**config.mk**
```make
export PLATFORM = sky130hd
export DESIGN_NAME = sparc_window_regfile
export DESIGN_NICKNAME = d
export VERILOG_FILES = /design/src/rtl/sparc_window_regfile.sv
export SDC_FILE = /design/constraint.sdc
export NUM_CORES = 2
export LEC_CHECK = 0
export CAP_MARGIN = 40
export CORE_MARGIN = 2
export CORE_UTILIZATION = 35
export CTS_CLUSTER_SIZE = 12
export DETAILED_ROUTE_END_ITERATION = 12
export PLACE_DENSITY = 0.58
export REMOVE_ABC_BUFFERS = 1
export SETUP_SLACK_MARGIN = 0.02
export SLEW_MARGIN = 5
export SYNTH_ARGS = -nofsm -noshare
export SYNTH_HDL_FRONTEND = slang
export SYNTH_SLANG_ARGS = --single-unit
```
**constraint.sdc**
```tcl
create_clock -name clk -period 5.7 [get_ports clk]
set_clock_uncertainty 0.2 [all_clocks]
set_input_delay 0.57 -clock clk [delete_from_list [all_inputs] [get_ports clk]]
set_output_delay 0.57 -clock clk [all_outputs]
set_load 0.01 [all_outputs]
```
**src/rtl/sparc_window_regfile.sv**
```systemverilog
// Windowed SPARC V8 integer register file: 8 globals plus NWINDOWS overlapping
// 16-register windows, with CWP/WIM state and SAVE/RESTORE trap detection.
module sparc_window_regfile #(
  parameter int NWINDOWS = 4,
  parameter int CWPW     = $clog2(NWINDOWS)
) (
  input  logic                clk,
  input  logic                reset,
  input  logic [4:0]          rs1_addr,
  input  logic [4:0]          rs2_addr,
  output logic [31:0]         rs1_data,
  output logic [31:0]         rs2_data,
  input  logic                we,
  input  logic [4:0]          rd_addr,
  input  logic [31:0]         rd_data,
  input  logic                save,
  input  logic                restore,
  input  logic                cwp_load,
  input  logic [CWPW-1:0]     cwp_in,
  input  logic                wim_we,
  input  logic [NWINDOWS-1:0] wim_in,
  output logic [CWPW-1:0]     cwp,
  output logic [NWINDOWS-1:0] wim,
  output logic                trap_overflow,
  output logic                trap_underflow
);

  localparam int NPHYS = 8 + 16 * NWINDOWS;
  localparam int OW    = CWPW + 4;  // offset within the windowed region
  localparam int PW    = CWPW + 5;  // physical index width

  logic [31:0]         regs_reg [NPHYS];
  logic [CWPW-1:0]     cwp_reg;
  logic [NWINDOWS-1:0] wim_reg;
  logic                ovf_reg;
  logic                unf_reg;

  logic [PW-1:0]       rs1_phys;
  logic [PW-1:0]       rs2_phys;
  logic [PW-1:0]       wr_phys;
  logic                wr_en;
  logic [CWPW-1:0]     cwp_dec;
  logic [CWPW-1:0]     cwp_inc;

  // Windowed registers wrap modulo 16*NWINDOWS, which is a power of two, so
  // truncation of the offset to OW bits performs the modulo.
  function automatic logic [PW-1:0] map_phys(input logic [4:0] r, input logic [CWPW-1:0] w);
    logic [OW-1:0] off;
    off = {w, 4'b0000} + OW'(r - 5'd8);
    if (r[4:3] == 2'b00)
      map_phys = PW'(r);
    else
      map_phys = PW'(8) + PW'(off);
  endfunction

  assign rs1_phys = map_phys(rs1_addr, cwp_reg);
  assign rs2_phys = map_phys(rs2_addr, cwp_reg);
  assign wr_phys  = map_phys(rd_addr, cwp_reg);
  assign wr_en    = we && (rd_addr != 5'd0);

  assign rs1_data = (rs1_addr == 5'd0) ? 32'd0 : regs_reg[rs1_phys];
  assign rs2_data = (rs2_addr == 5'd0) ? 32'd0 : regs_reg[rs2_phys];

  assign cwp_dec = cwp_reg - CWPW'(1);
  assign cwp_inc = cwp_reg + CWPW'(1);

  genvar gi;
  generate
    for (gi = 0; gi < NPHYS; gi++) begin : g_reg
      always_ff @(posedge clk) begin
        if (reset)
          regs_reg[gi] <= 32'd0;
        else if (wr_en && (wr_phys == PW'(gi)))
          regs_reg[gi] <= rd_data;
      end
    end
  endgenerate

  // Save/restore validity is judged against the pre-edge WIM.
  always_ff @(posedge clk) begin
    if (reset) begin
      cwp_reg <= '0;
      wim_reg <= '0;
      ovf_reg <= 1'b0;
      unf_reg <= 1'b0;
    end else begin
      ovf_reg <= 1'b0;
      unf_reg <= 1'b0;
      if (wim_we)
        wim_reg <= wim_in;
      if (cwp_load) begin
        cwp_reg <= cwp_in;
      end else if (save && restore) begin
        cwp_reg <= cwp_reg;
      end else if (save) begin
        if (wim_reg[cwp_dec])
          ovf_reg <= 1'b1;
        else
          cwp_reg <= cwp_dec;
      end else if (restore) begin
        if (wim_reg[cwp_inc])
          unf_reg <= 1'b1;
        else
          cwp_reg <= cwp_inc;
      end
    end
  end

  assign cwp            = cwp_reg;
  assign wim            = wim_reg;
  assign trap_overflow  = ovf_reg;
  assign trap_underflow = unf_reg;

endmodule

```
# Word level (Yosys, flattened, before mapping)
# Memory sizes are Yosys's and may differ from the RTL's.
# Index checks and enable logic that the tools add are counted.
# W data, S select, Z words.
# word_totals
mem_bits_rw	2304
word_cells	558
inputBits	60
reg_bits	8
output_inout_bits	72
memories	1
# op_classes
bitwise_logic	74
n_reduce_logical	85
magnitude_cmp	2
n_eq_ne	74
n_mux	307
n_addsub	11
# memory_table
name	depth	width	rd	rd_clocked_by_memory_dff	write_ports	line_no	source
regs_reg	72	32	2	0	72	32	logic [31:0] regs_reg [NPHYS];
# op_table
op	n
$mux W32	74
$eq A7 B6 Y1 const B	32
$mux W1	222
$eq A7 B5 Y1 const B	16
$logic_and A1 B1 Y1	74
$or A1 B1 Y1	72
$eq A7 B4 Y1 const B	8
$eq A7 B7 Y1 const B	8
$eq A7 B3 Y1 const B	4
$add A4 B6 Y7 const A	3
$mux W7	3
$add A6 B6 Y6	3
$sub A5 B4 Y6 const B	3
$eq A7 B2 Y1 const B	2
$mux W2	6
$logic_not A5 Y1	2
$eq A7 B1 Y1 const B	1
$logic_not A7 Y1	1
$logic_not A2 Y1	3
$lt A2 B3 Y1 const B	2
$ne A3 B3 Y1 const B	2
$reduce_bool A5 Y1	1
$reduce_or A5 Y1	1
$bmux W1 S2	2
other kinds (7)	8

# Longest topological paths before layout
# logic_depth
word_depth	10
ltp_mapped	15
depth_no_buf	10

# Least setup slack after synthesis
# No wires, ideal clock.
# synth_path
path_type	register to register
startpoint	reg cwp_reg[0] (netlist: cwp[0])
endpoint	mem regs_reg[48][0] (enable)
setup_slack_ns	0.847
t_arrival_ns	4.225
path_stages_with_launch	13
path_buffers	3
setup_time_ns	0.428
cell_sequence	dfxtp_1 clkbuf_1 inv_1 ha_1 inv_1 ha_1 xnor3_1 xor2_1 or2_2 or3_1 clkbuf_1 clkbuf_1 o21bai_1
# synth_rtl
item	line_no	source
from (decl)	33	logic [CWPW-1:0] cwp_reg;
from (signal assigned)	92	cwp_reg <= cwp_in;
from (signal assigned)	94	cwp_reg <= cwp_reg;
from (signal assigned)	99	cwp_reg <= cwp_dec;
to (decl)	32	

# Worst setup path after layout
# layout_path
startpoint	reg cwp_reg[0] (netlist: cwp[0])
endpoint	out rs1_data[3]
# layout_via
elab_chain_len	5
# layout_rtl
item	line_no	source
$add A6 B6 Y6	49	off = {w, 4'b0000} + OW'(r - 5'd8);
$add A4 B6 Y7	53	map_phys = PW'(8) + PW'(off);
$mux W7	50	if (r[4:3] == 2'b00)
$mem_v2 Z72 W32	--	
$mux W32	61	assign rs1_data = (rs1_addr == 5'd0) ? 32'd0 : regs_reg[rs1_phys];
to (decl)	11	output logic [31:0] rs1_data,
# No other way between the ends.

==> metrics <==
Post-synth EDFFs 2304; gr ovfl total 0; die area 359000 µm²; Seq/Total Area, Yosys 55.9%; Sw Share 28.0%; Worst-Skew Late Latency 0.90 ns; footprint of the multi-input gates 51800 µm²; crit path kind reg -> out; xor and xnor area share after synthesis 0.102%; share of layout cells above drive strength 1 30.3%; fin util 40.6%; main area contributors after synthesis edfxtp_1 (56%), mux4_2 (22%), and2_1 (12%), clkbuf_1 (1.8%), mux2i_1 (1.7%); core box area 353000 µm²; largest family of logic cells by synthesized area multiplexers; Logic pwr share 16.4%; switching power 12.2 mW; Worst-path clk slew 0.05 ns; WP data required 4.93 ns; post-route ant nets 0; worst hold margin 0.0429 ns; max-cap violations 0; post-detail-place hpwl 343 mm; min cycle time layout 5.65 ns; CP delay by family, top buffers and inverters; slowest CP cell a21oi_1; Routed WL 518 mm; min-delay worst type in -> reg; synthesized netlist cell count 8061; Post-synth top flop edfxtp_1; CTS root buffer clkbuf_16; Initial Utilization 35.2%; Clock Path Buffers 4; average wire per standard cell 39.2 µm; Yosys warning count 0; Synth Area in Compound Gates 3.24%; P_int 31.5 mW; crit-path cells clkinvlp_4 > buf_12 > ha_1 > clkinv_1 > ha_1 > xor3_1 > mux2i_4 > buf_8 > a21oi_1 > nor2_1 > a221oi_1 > buf_4 > clkdlybuf4s50_1; Worst Slack Setup Final 0.0537 ns; max FFs per register 2304; first-pass iteration count of the detailed router 6; Slew Viols, Final 0; max_slew headroom 18.5%; cell seen most often among critical-path stages ha_1; top-count cell post-synth and2_1; vias per inst 6.11; initial antenna violation count 58; Setup crit start kind flop; post-synth top area share 55.8%; M3 GR Usage 7.69%; status completed; Num CTS Buffers 273; Chip Width 599 µm; FFs w/ async S/R, synth 0%; syn avg cell area 15.4 µm²; Iter 0 DRT Violations 12522; placed inst area 135000 µm²; Distinct cells, synth 66; cell leakage power 51.3 nW; Slowest Stage Delay on Critical Path 0.66 ns; Worst-Margin Slew 1.22 ns; Buf+Inv Stages, Crit Path 6; DRC viols 0; Yosys top cell by area edfxtp_1; setup TNS 0 ns; Worst Setup End Kind output port; adder-cell share of the synthesized area 0.0908%; routability cong. 1.03; Rows 218; largest net degree at the start of global routing 113; Cell Pwr Density 305 nW/µm²; IO Port Bufs 131; CP Data Arrival Time 4.88 ns; CP max FO 19; Boundary Pins 132; Die Span Y 599 µm; vias in the first global route 79850; share of power burned in the clock network 38.9%; RSZ-0062 raised after global routing no; H-tree levels 5; crit share post-route 99.1%; Peak VDD IR 0.000225 V; Post-Syn Area 124000 µm²; multiplexer area fraction after synthesis 24.0%; grt met1 use 35.5%; Final setup viols 0; Synth top cells by count and2_1 (2308), edfxtp_1 (2304), mux4_2 (1211); dpl ws -0.261 ns; GRT met2 Usage 43.4%; clock sinks 2312; max frequency 177 MHz; detailed-route via count 80885; final net count 8335; FILL cells 31700; gr busiest metal met2; #FFs+latches synth 2312; Post-Layout Inst Area 143000 µm²; area growth from synthesis to layout 15.6%; Storage cell area 69400 µm²; total track usage 28.5%; CTS tree built; Seq pwr share 44.8%; Synth Area in Simple Gates 13.5%; endpoints failing hold 0; first-pass GRT wire length 697 mm
[area by class of cell]
cell class,instances,area share (%)
diodes,29,0.0506
clock buffers,340,5.07
clock inverters,139,0.784
inverters,12,0.0340
multi-input cells,4836,36.2
flip-flops and latches,2312,48.4
well taps,4730,4.13
repair buffers,831,5.38
[layer usage]
| layer | wire (µm) | vias to the layer above |
|---|---|---|
| met5 | 199 | - |
| met4 | 42100 | 32 |
| met3 | 58200 | 1176 |
| met2 | 232000 | 5422 |
| met1 | 186000 | 42742 |
| li1 | - | 31513 |
[power by group through the flow]
stage	registers, mW	logic (mW)	clock network (mW)
finish	19.6	7.16	17.0
global placement	19.9	6.84	0
global route	19.6	7.20	17.7
detailed placement	19.9	6.92	0
CTS	19.6	6.97	17.1
floorplan	19.8	2.54	0
[worst reg2reg max path, stage by stage, from the launching register on]
cell and delay, ns:
dfxtp_4 0.41, clkinvlp_4 0.12, buf_12 0.16, ha_1 0.31, inv_1 0.07, ha_1 0.19
xnor3_1 0.29, nor4_4 0.08, or4_1 0.60, or2_2 0.55, buf_4 0.32, nor2_8 0.65
and2_1 0.24
[repair_timing]
action                     4_1_cts  5_1_grt
setup buffers                    1        3
pin swaps                        0        1
hold buffers                     4        0
gates resized for setup         22       19
setup endpoints to repair       40       24
hold endpoints to repair        21        0
[placed cells by master (no fill, tap or decap), types with 29 or more instances in the layout]
| master | count |
|---|---|
| buf_12 | 81 |
| mux4_2 | 1211 |
| clkinv_2 | 37 |
| buf_2 | 34 |
| diode_2 | 29 |
| nor3_1 | 29 |
| a21o_2 | 31 |
| and2_1 | 2307 |
| o21bai_4 | 40 |
| a22oi_1 | 113 |
| nor2_1 | 82 |
| clkdlybuf4s50_1 | 81 |
| o22ai_1 | 124 |
| clkbuf_16 | 281 |
| o21ai_0 | 32 |
| mux2_2 | 32 |
| clkinv_1 | 64 |
| edfxtp_1 | 2304 |
| clkbuf_1 | 57 |
| nand3_1 | 46 |
| a211oi_1 | 35 |
| nor2_2 | 41 |
| nand2_1 | 119 |
| buf_4 | 604 |
| a21oi_1 | 97 |
| mux2i_1 | 212 |
[final timing paths]
| path | start | endpoint | slack (ns) | depth (start not counted) |
|---|---|---|---|---|
| worst max-delay path | cwp[0]$_SDFFE_PP0P_ | rs1_data[3] | 0.05 | 13 |
| worst min-delay path | cwp_in[0] | cwp[0]$_SDFFE_PP0P_ | 0.04 | 3 |
| worst max register to register | cwp[0]$_SDFFE_PP0P_ | regs_reg[40][11]$_SDFFCE_PN0P_ | 1.37 | 12 |
| worst min register to register | wim[0]$_SDFFE_PP0P_ | wim[0]$_SDFFE_PP0P_ | 0.33 | 2 |
[cell families after synthesis]
family | after synthesis
mux | 1456
simple gates | 2765
flops | 2312
compound gates | 598
buf+inv | 913
xor+xnor | 8
fa+ha+maj | 9
[per-stage QoR]
stage | power (mW) | std cells
global placement | 26.7 | 12663
global route | 44.6 | 13210
floorplan | 22.4 | 7160
finish | 43.8 | 13229
detailed placement | 26.9 | 12709
CTS | 43.7 | 13193
No activity file was read; power rests on OpenSTA's default activity.
